## config.mk

```make
export PLATFORM = sky130hd
export DESIGN_NAME = lfsr_bank_sequencer
export DESIGN_NICKNAME = d
export VERILOG_FILES = /design/src/rtl/lfsr_bank_sequencer.sv
export SDC_FILE = /design/constraint.sdc
export NUM_CORES = 1
export LEC_CHECK = 0
export ABC_CLOCK_PERIOD_IN_PS = 2900
export CORE_MARGIN = 3
export CORE_UTILIZATION = 49
export CTS_CLUSTER_SIZE = 20
export DETAILED_ROUTE_END_ITERATION = 8
export PLACE_DENSITY = 0.81
export RECOVER_POWER = 25
export SETUP_SLACK_MARGIN = 0.3
export SYNTH_ARGS = -nofsm -noshare
export SYNTH_HDL_FRONTEND = slang
export SYNTH_SLANG_ARGS = --single-unit
```

## constraint.sdc

```tcl
create_clock -name clk -period 2.9 [get_ports clk]
set_input_delay 0.58 -clock clk [delete_from_list [all_inputs] [get_ports clk]]
set_output_delay 0.58 -clock clk [all_outputs]
set_load 0.02 [all_outputs]
```

## src/rtl/lfsr_bank_sequencer.sv

```systemverilog
// lfsr_bank_sequencer
//   Run controller for a bank of XNOR LFSRs. After start it collects one seed
//   per LFSR over a valid/ready handshake, replacing the XNOR lock-up pattern
//   (all ones) with a safe substitute. It then holds operation_start low for one
//   settle cycle so every LFSR loads its seed, steps through the warm-up words
//   with rng_valid low, and runs the bank for the programmed number of cycles.
//
// Ports
//   clk             clock, rising edge
//   rst             asynchronous reset, active low
//   start           1-cycle request to begin a seed/run sequence (ignored while busy)
//   abort           stop the current sequence (ignored in IDLE)
//   run_cycles      run length in cycles, 0 = run until abort; sampled on start
//   seed_in         seed for LFSR slot seed_idx
//   seed_valid      seed_in valid
//   seed_ready      sequencer is accepting seeds
//   seed_idx        index of the next seed slot
//   seed_bus        all seeds; slice i = [i*SEED_W +: SEED_W] drives LFSR i
//   operation_start to all LFSRs; low = load seed, high = step
//   rng_valid       LFSR outputs are consumable random words this cycle
//   busy            sequencer is not idle
//   done            1-cycle pulse on normal completion
//   aborted         1-cycle pulse when abort terminates a sequence
//   seed_fixed      sticky flag: a lock-up seed was substituted; cleared on start
module lfsr_bank_sequencer #(
    parameter int                NUM_LFSR  = 8,
    parameter int                SEED_W    = 48,
    parameter int                CNT_W     = 32,
    parameter int                WARMUP    = 4,
    parameter logic [SEED_W-1:0] SAFE_SEED = 48'h5A5A_1234_C3C3,
    localparam int               IDX_W     = (NUM_LFSR > 1) ? $clog2(NUM_LFSR) : 1
) (
    input  logic                       clk,
    input  logic                       rst,
    input  logic                       start,
    input  logic                       abort,
    input  logic [CNT_W-1:0]           run_cycles,
    input  logic [SEED_W-1:0]          seed_in,
    input  logic                       seed_valid,
    output logic                       seed_ready,
    output logic [IDX_W-1:0]           seed_idx,
    output logic [NUM_LFSR*SEED_W-1:0] seed_bus,
    output logic                       operation_start,
    output logic                       rng_valid,
    output logic                       busy,
    output logic                       done,
    output logic                       aborted,
    output logic                       seed_fixed
);

    localparam logic [2:0] S_IDLE   = 3'd0;
    localparam logic [2:0] S_LOAD   = 3'd1;
    localparam logic [2:0] S_SETTLE = 3'd2;
    localparam logic [2:0] S_WARM   = 3'd3;
    localparam logic [2:0] S_RUN    = 3'd4;
    localparam logic [2:0] S_DONE   = 3'd5;

    localparam int               WARM_W   = $clog2(WARMUP + 2);
    localparam logic [IDX_W-1:0] LAST_IDX = IDX_W'(NUM_LFSR - 1);

    logic [2:0]        state;
    logic [2:0]        state_nx;
    logic [CNT_W-1:0]  run_len;
    logic [CNT_W-1:0]  run_cnt;
    logic [WARM_W-1:0] warm_cnt;
    logic [SEED_W-1:0] seeds [NUM_LFSR];

    // All ones is the XNOR lock-up state; substitute a slot-unique safe seed
    // so no two LFSRs end up running the same sequence.
    function automatic logic [SEED_W-1:0] fix_seed(input logic [SEED_W-1:0] s,
                                                    input logic [IDX_W-1:0]  i);
        if (&s)
            return SAFE_SEED ^ SEED_W'(i);
        else
            return s;
    endfunction

    for (genvar g = 0; g < NUM_LFSR; g++) begin : g_bus
        assign seed_bus[g*SEED_W +: SEED_W] = seeds[g];
    end

    assign seed_ready = (state == S_LOAD);
    assign busy       = (state != S_IDLE);

    always_comb begin
        state_nx = state;
        case (state)
            S_IDLE:   if (start) state_nx = S_LOAD;
            S_LOAD:   if (seed_valid && seed_idx == LAST_IDX) state_nx = S_SETTLE;
            S_SETTLE: state_nx = (WARMUP == 0) ? S_RUN : S_WARM;
            S_WARM:   if (warm_cnt == WARM_W'(1)) state_nx = S_RUN;
            S_RUN:    if (run_len != '0 && run_cnt == CNT_W'(1)) state_nx = S_DONE;
            S_DONE:   state_nx = S_IDLE;
            default:  state_nx = S_IDLE;
        endcase
        // Abort overrides both a seed handshake and run-counter expiry.
        if (abort && state != S_IDLE)
            state_nx = S_IDLE;
    end

    always_ff @(posedge clk or negedge rst) begin
        if (!rst) begin
            state           <= S_IDLE;
            run_len         <= '0;
            run_cnt         <= '0;
            warm_cnt        <= '0;
            seed_idx        <= '0;
            seed_fixed      <= 1'b0;
            operation_start <= 1'b0;
            rng_valid       <= 1'b0;
            done            <= 1'b0;
            aborted         <= 1'b0;
            for (int i = 0; i < NUM_LFSR; i++)
                seeds[i] <= '0;
        end else begin
            state <= state_nx;
            // Outputs are decoded from the next state so they line up with
            // the state register and have no combinational input path.
            operation_start <= (state_nx == S_WARM) || (state_nx == S_RUN);
            rng_valid       <= (state_nx == S_RUN);
            done            <= (state_nx == S_DONE);
            aborted         <= abort && (state != S_IDLE);

            case (state)
                S_IDLE: begin
                    if (start) begin
                        run_len    <= run_cycles;
                        seed_idx   <= '0;
                        seed_fixed <= 1'b0;
                    end
                end
                S_LOAD: begin
                    if (seed_valid && !abort) begin
                        seeds[seed_idx] <= fix_seed(seed_in, seed_idx);
                        seed_idx        <= (seed_idx == LAST_IDX) ? '0 : seed_idx + 1'b1;
                        if (&seed_in)
                            seed_fixed <= 1'b1;
                    end
                end
                S_SETTLE: begin
                    warm_cnt <= WARM_W'(WARMUP);
                    run_cnt  <= run_len;
                end
                S_WARM: begin
                    warm_cnt <= warm_cnt - 1'b1;
                end
                S_RUN: begin
                    if (run_len != '0)
                        run_cnt <= run_cnt - 1'b1;
                end
                default: ;
            endcase
        end
    end

endmodule

```

* Word level (Yosys, flattened, before mapping)
Cells that the tools add are included.
** Word-level totals
- Output and inout bits :: 394
- Register bits after elaboration :: 462
- Logic and storage cells :: 81
** Cells by class
- Reduce and logical (&&, ||, !) cells :: 19
- Multiplexer cells :: 23
- Equal/unequal tests :: 14
- Bitwise logic cells :: 2
- Add/subtract/negate cells :: 3
- $lt $le $gt $ge :: 2
** Operators by type and width (count)
- $bwmux 384 :: 1
- $mux 48 :: 4
- $demux 48 s3 :: 1
- $pmux 32 s2 :: 1
- $reduce_and 48->1 :: 1
- $eq 32x1->1 const B :: 1
- $mux 32 :: 1
- $reduce_bool 32->1 :: 1
- $sub 32x1->32 const B :: 1
- $mux 3 :: 8
- $not 2->21 :: 1
- $pmux 3 s5 :: 1
- $eq 3x3->1 const B :: 4
- $pmux 3 s2 :: 2
- $eq 3x2->1 const B :: 3
- $eq 3x1->1 const B :: 2
- $reduce_and 2->1 :: 3
- $reduce_bool 2->1 :: 3
- $logic_and 1x1->1 :: 5
- $ge 4x4->1 const B :: 1
- $lt 4x1->1 const B :: 1
- $ne 2x1->1 const B :: 2
- $ne 2x2->1 const B :: 2
- $not 3->4 :: 1
- other kinds (10) :: 12

* Depth between registers and ports, before layout
Gate-level depths: netlist of run 1.
- Depth after elaboration :: 7
- Mapped depth :: 9

* Worst setup path after synthesis of run 1
Ideal clock, no wire load.
- Kind :: input-to-reg
- From :: input abort
- To :: register seeds, in the netlist seed_bus[6]
- Stages on the path :: 6
- Arrival :: 2.221 ns
- Required time :: 2.775 ns
- Setup time :: 0.125 ns
- Path buffers :: 3
- Setup slack :: 0.554 ns
- Cell sequence :: or4_1 buf_2 nor4_2 buf_2 buf_2 mux2_2
** On the way
- Longest elaborated chain between the ends :: 3
** RTL lines
- from (decl) :: line 36 : input logic abort,
- $logic_not 1->1 :: line 133 : if (seed_valid && !abort) begin
- $logic_and 1x1->1 :: line 133
- $reduce_and 2->1 (no source line)
- to (signal, indexed assignment) :: line 134 : seeds[seed_idx] <= fix_seed(seed_in, seed_idx);
- to (decl) :: line 66 : logic [SEED_W-1:0] seeds [NUM_LFSR];
Every way passes these cells.
A chain may end at the register's enable or synchronous reset.

* Final worst setup path of run 1
- From :: input seed_in[43]
- To :: register seeds, in the netlist seed_bus[123]
** On the way
- Longest elaborated chain between the ends :: 5
** RTL lines
- from (decl) :: line 38 : input logic [SEED_W-1:0] seed_in,
- $reduce_and 48->1 :: line 72 : if (&s)
- $mux 48 :: line 72
- $mux 48 :: line 133
- $mux 48 :: line 124 : case (state)
- $bwmux 384 :: line 134
Every way passes these cells. The select of a mux whose other input is x is not followed.

==> flow_summary.toml, run 1 <==
[floorplanning]
die_h_microns = 201
io_pins = 479
start_util = 0.502
die_area_sq_um = 40200
num_rows = 70
core-area_sq_um = 37000
die_w_microns = 201

[layout]
layout_commonest_cell = "clkdlybuf4s50_1"
utilization = 0.708
n_fill_cell = 2476
fin_nets = 2139
final_cell_mix = "clkdlybuf4s50_1, dfrtp_1, nand2_1, mux2_2, o21ai_0"
area_growth_pct = 41.1
drive_above_1_share = 0.209

[detailed_routing]
drtPass1Iterations = 5
detail_route.wl_per_cell_microns = 24.9
drc_errors = 0
route.vias.total = 14800
dr.first_iter.drc_count = 927
routed_wirelength_mm = 64.6
final_antenna_net_count = 0
via_per_inst = 5.69

[timing]
hold_viol_final = 0
fin_ws_ps = 335
slew_violations = 0
slew_headroom = 0.0656
grt_setup_unrepaired = "no"
setup_viol = 0
period_share = 0.885
fin_skew_ps = 24.2
max_clock_freq_mhz = 390
worst_pin_slew_ps = 1400
post-route-min-period_ps = 2570

[cts]
cts_tree = "done"
htreeDepth = 2
cts_buffer_depth = 3
path_clk_slew_ps = 60
root_buffer = "clkbuf_16"
clk_latency_ps = 590
clock_sinks = 462
cts_made_buffers = 48

[grt]
grt_pass1_wl_mm = 98.1
use_met1 = 0.378
antenna_found_initial = 7
grt_usage = 0.317
grt-busiest-layer = "met2"
use_met3 = 0.104
grt_pass1_vias = 15500
grt_max_degree = 72
grt-ovfl-total = 0
use_met2 = 0.519

[synthesis]
ys_warn_count = 0
synthArstFlopShare = 1.00
synth_fp_nets = 1617
synth.avg_cell_area_sq_um = 12.2
ys.flop_type = "dfrtp_1"
synth.distinct_cells = 57
syn_inst = 1526
syn_area_sq_um = 18500
synth_edf_count = 0
yosysSeqAreaShare = 0.623
synth_seq_cells = 462

[worst_hold_path]
hold_start = "seed_bus[51]$_DFFE_PN0P_"
hold_end = "seed_bus[51]$_DFFE_PN0P_"
hold_depth = 2
hp-class = "reg -> reg"

[critical_path]
crit_fanout = 37
cpPeakStageDelay_ps = 590
cp_cell_sequence = "clkdlybuf4s50_1 > nand4_1 > nor4_2 > buf_4 > nand3_2 > buf_12 > and2_1 > mux2_2"
r2r_setup_slack_ps = 470
cp-end-kind = "flop"
r2r_cells = 5
arrival_ps = 3020
cp_num_buf_inv = 3
critPathSlowestCell = "clkdlybuf4s50_1"
r2r-start = "run_cnt[3]$_DFFE_PN0P_"
timing.rr.end = "run_cnt[17]$_DFFE_PN0P_"
required_ps = 3360
cp_top_family = "simple AND/OR/NAND/NOR gates"
cp-start-kind = "input port"
worst-setup-path-type = "in -> reg"

[power]
irDropWorstVdd_mv = 0.699
power_leakage_nw = 11.9
power.density_nw_per_um2 = 1050

[place]
numPortBuffers = 478
pre_cts_slack_ps = -417
dp_hpwl_mm = 45.9
globalplace.congestion = 0.910

[job]
maxCapViolCount = 0

[run_status]
status = "complete, no violations"
worst register-to-register path, cell delays in order, from the launching register on:
cell,delay [ps]
dfrtp_1,460
or4_4,600
or3_4,450
or2_4,300
o32a_1,330
o22a_1,180
worst max path at each step:
stage | slack [ps] | start | to | cells after the start
after floorplan | 550 | abort | seed_bus[6]$_DFFE_PN0P_ | 6
after global placement | -400 | seed_in[23] | seed_bus[219]$_DFFE_PN0P_ | 8
after detailed placement | -420 | seed_in[43] | seed_bus[123]$_DFFE_PN0P_ | 8
after CTS | 320 | seed_in[43] | seed_bus[123]$_DFFE_PN0P_ | 8
after global routing | 250 | rst | seed_bus[183]$_DFFE_PN0P_ | 3
final | 330 | seed_in[43] | seed_bus[123]$_DFFE_PN0P_ | 8
per-layer routing:
| metal | up-vias | wire length (microns) |
|---|---|---|
| met5 | - | 27 |
| met4 | 4 | 3640 |
| li1 | 6390 | - |
| met1 | 7501 | 24100 |
| met2 | 678 | 31000 |
| met3 | 181 | 5820 |
final cells by class:
cell class	count	area, sq um	area share
clock buffer	69	1410	0.0539
tap	504	631	0.0241
inverter	14	52.6	0.00201
antenna	5	12.5	0.000478
timing repair buffer	568	5670	0.217
sequential	462	11600	0.442
clock inverter	18	241	0.00923
multi-input combinational	954	6590	0.252
metrics by stage:
step	hold slack [ps]	total power, mW	area, sq um	setup TNS (ps)	std cells
after floorplan	284	15.0	18500	0	1526
after global placement	460	20.7	24600	-62340	2501
after detailed placement	469	21.0	24600	-69930	2501
after CTS	482	27.6	26200	0	2589
after global routing	489	28.6	26200	0	2594
final	478	27.5	26200	0	2594
cells in the mapped netlist (all sizes together), types with 4 or more instances:
master	number	area (sq um)
dfrtp	462	11600
nand2	267	1000
mux2	262	2950
o21ai	129	646
clkbuf	65	244
nor2	35	131
and2	34	213
buf	31	159
nor4	28	194
nand3	26	130
a21oi	23	115
nand4	19	119
o211ai	16	120
nor3	15	75.1
inv	14	52.6
a22oi	11	82.6
o22a	10	87.6
a31oi	9	56.3
ha	6	75.1
mux2i	5	50.1
o221ai	5	43.8
or3	5	31.3
or4	4	33.8
flip-flops by register name (all words and copies together) (netlist names), 3 cells and up:
| signal | cells |
|---|---|
| run_cnt | 32 |
| warm_cnt | 3 |
| seed_idx | 3 |
| state | 3 |
| run_len | 32 |
| seed_bus | 384 |
power breakdown:
| part | total, mW | internal (mW) | switching (mW) |
|---|---|---|---|
| clock network | 6.46 | 3.77 | 2.69 |
| registers | 10.1 | 8.64 | 1.50 |
| logic | 10.9 | 5.10 | 5.80 |
| total | 27.5 | 17.5 | 9.99 |
kinds of logic (layout without fill, tap and decap cells):
logic type | after synthesis | count (layout) | synth area share
compound gates | 229 | 229 | 0.0745
mux | 267 | 267 | 0.162
fa+ha+maj | 6 | 6 | 0.00405
other cells | 0 | 5 | 0
simple gates | 452 | 452 | 0.112
flops | 462 | 462 | 0.623
buf+inv | 110 | 669 | 0.0246
what timing repair did:
action                                  in CTS  in global routing
hold buffers                                 1                  0
buffers inserted                             0                  0
cloned                                       0                  0
resized for setup                            6                  2
endpoints found under the setup margin     140                  2
hold endpoints to repair                    24                  0
Note: power is estimated with default switching activity, not from simulation.
==> run 2: changes to the inputs <==
SLEW_MARGIN = 40   (was unset)
==> results of run 2 <==
Same layout as run 1: the final DEF is identical, and so are final timing and power.
==> run 3: changes to the inputs <==
CORE_UTILIZATION = 35   (was 49)
CTS_BUF_LIST = sky130_fd_sc_hd__clkbuf_16   (was unset)
GPL_ROUTABILITY_DRIVEN = 0   (was unset)
PLACE_DENSITY = 0.62   (was 0.81)
==> flow_summary.toml, run 3 (same netlist as run 1, synthesis figures left out) <==
[timing]
max_clock_freq_mhz = 392
slew_headroom = -0.0263
period_share = 0.881
slew_violations = 27
grt_setup_unrepaired = "no"
worst_pin_slew_ps = 1540
setup_tns_ps = 0
fin_skew_ps = 38.5
setup_viol = 0
post-route-min-period_ps = 2550
hold_viol_final = 0

[critical_path]
critPathSlowestCell = "clkdlybuf4s50_1"
cp_cell_sequence = "nor3_4 > inv_1 > clkdlybuf4s50_1"
cp-start-kind = "flop"
cp-end-kind = "output pin"
crit_fanout = 9
worst-setup-path-type = "reg -> out"
r2r_cells = 5
arrival_ps = 1970
required_ps = 2320
cpPeakStageDelay_ps = 540

[floorplanning]
die_area_sq_um = 55800
die_w_microns = 236
start_util = 0.358
io_pins = 479
num_rows = 83
core-area_sq_um = 51800
die_h_microns = 236

[detailed_routing]
drtPass1Iterations = 5
drc_errors = 0
dr.first_iter.drc_count = 797
via_per_inst = 5.14
final_antenna_net_count = 0
routed_wirelength_mm = 67.0
route.vias.total = 14300
detail_route.wl_per_cell_microns = 24.1

[cts]
cts_made_buffers = 50
clk_latency_ps = 620
cts_setup_buffers = 0
cts_tree = "done"
cts_buffer_depth = 3
path_clk_slew_ps = 60
htreeDepth = 2
clock_sinks = 462
root_buffer = "clkbuf_16"

[layout]
final_cell_mix = "clkdlybuf4s50_1, dfrtp_1, nand2_1, mux2_2, o21ai_0"
fin_nets = 2152
utilization = 0.509
layout_commonest_cell = "clkdlybuf4s50_1"
fin_cells = 2782
largest_reg_flops = 384
area_growth_pct = 42.2
drive_above_1_share = 0.209

[grt]
grt_max_degree = 68
grt_pass1_vias = 14800
grt-ovfl-total = 0
grt_usage = 0.237
grt_pass1_wl_mm = 101
antenna_found_initial = 1

[power]
power_leakage_nw = 11.9
irDropWorstVdd_mv = 0.631
power.density_nw_per_um2 = 1020

[run_status]
violations = "max-capacitance violations, max-slew violations"
status = "finished, violations left"

[job]
maxCapViolCount = 1

[place]
numPortBuffers = 478
dp_hpwl_mm = 49.0
dp_cells = 2688

[worst_hold_path]
hp-class = "in -> async"
-- run 3: changes by cell type in the layout (fill, tap and decap cells not counted), sizes merged --
cell	previous run	this run
clkbuf	79	60
clkdlybuf4s50	475	476
dlymetal6s4s	1	0
buf	78	91
dlymetal6s2s	1	0
clkinv	10	28
bufinv	4	3
inv	17	24
diode	5	1
dlygate4sd2	2	1
-- run 3: metal layers --
layer  global-route usage  vias to the layer above  wire length [microns]
met5                    0                        -                     20
met4               0.0662                        2                   1770
met3               0.0770                       90                   5430
met2                0.395                      463                  32600
met1                0.296                     7327                  27200
li1                     -                     6410                      -
-- run 3: repair_timing --
action                                  in CTS  in global routing
hold buffers                                 1                  0
resized for setup                            7                  3
endpoints found under the setup margin     208                  3
pin swaps                                    2                  0
cloned                                       0                  0
hold endpoints to repair                    53                  0
-- run 3: metrics by stage --
stage / area [sq um] / total power, mW / hold slack, ps / setup WS (ps)
2_1_floorplan: 18500 / 15.0 / 284 / 554
3_3_place_gp: 24800 / 20.9 / 464 / -588
3_5_place_dp: 24800 / 21.0 / 471 / -552
4_1_cts: 26400 / 27.3 / 483 / 306
5_1_grt: 26400 / 28.4 / 502 / 186
6_report: 26400 / 27.0 / 478 / 346
-- run 3: report_power, final --
| group | switching [mW] | total [mW] | internal [mW] |
|---|---|---|---|
| combinational | 5.68 | 10.7 | 5.05 |
| clock | 2.71 | 6.13 | 3.42 |
| sequential | 1.51 | 10.2 | 8.65 |
-- run 3: area by class of cell --
cell class	count	area, sq um
multi-input cells	954	6590
fillers	4534	25500
flip-flops and latches	462	11600
repair buffers	579	5730
inverters	14	52.6
diodes	1	2.50
clock buffers	50	1250
clock inverters	42	324
well taps	680	851
-- run 3: critical path, delay by kind of cell, from the launching register on --
family                 cells  cell delay [ps]
buffers and inverters      2              600
and+or+nand+nor            1              280
DFF                        1              500
-- run 3: path summary, 6_finish.rpt --
kind	startpoint	to	slack, ps
min in group clk	seed_bus[277]$_DFFE_PN0P_	seed_bus[277]$_DFFE_PN0P_	480
max	state[1]$_DFF_PN0_	busy	350
min	rst	seed_bus[165]$_DFFE_PN0P_	480
max in group asynchronous	rst	seed_bus[382]$_DFFE_PN0P_	490
max reg2reg	run_cnt[3]$_DFFE_PN0P_	run_cnt[17]$_DFFE_PN0P_	380
min reg2reg	seed_bus[277]$_DFFE_PN0P_	seed_bus[277]$_DFFE_PN0P_	480
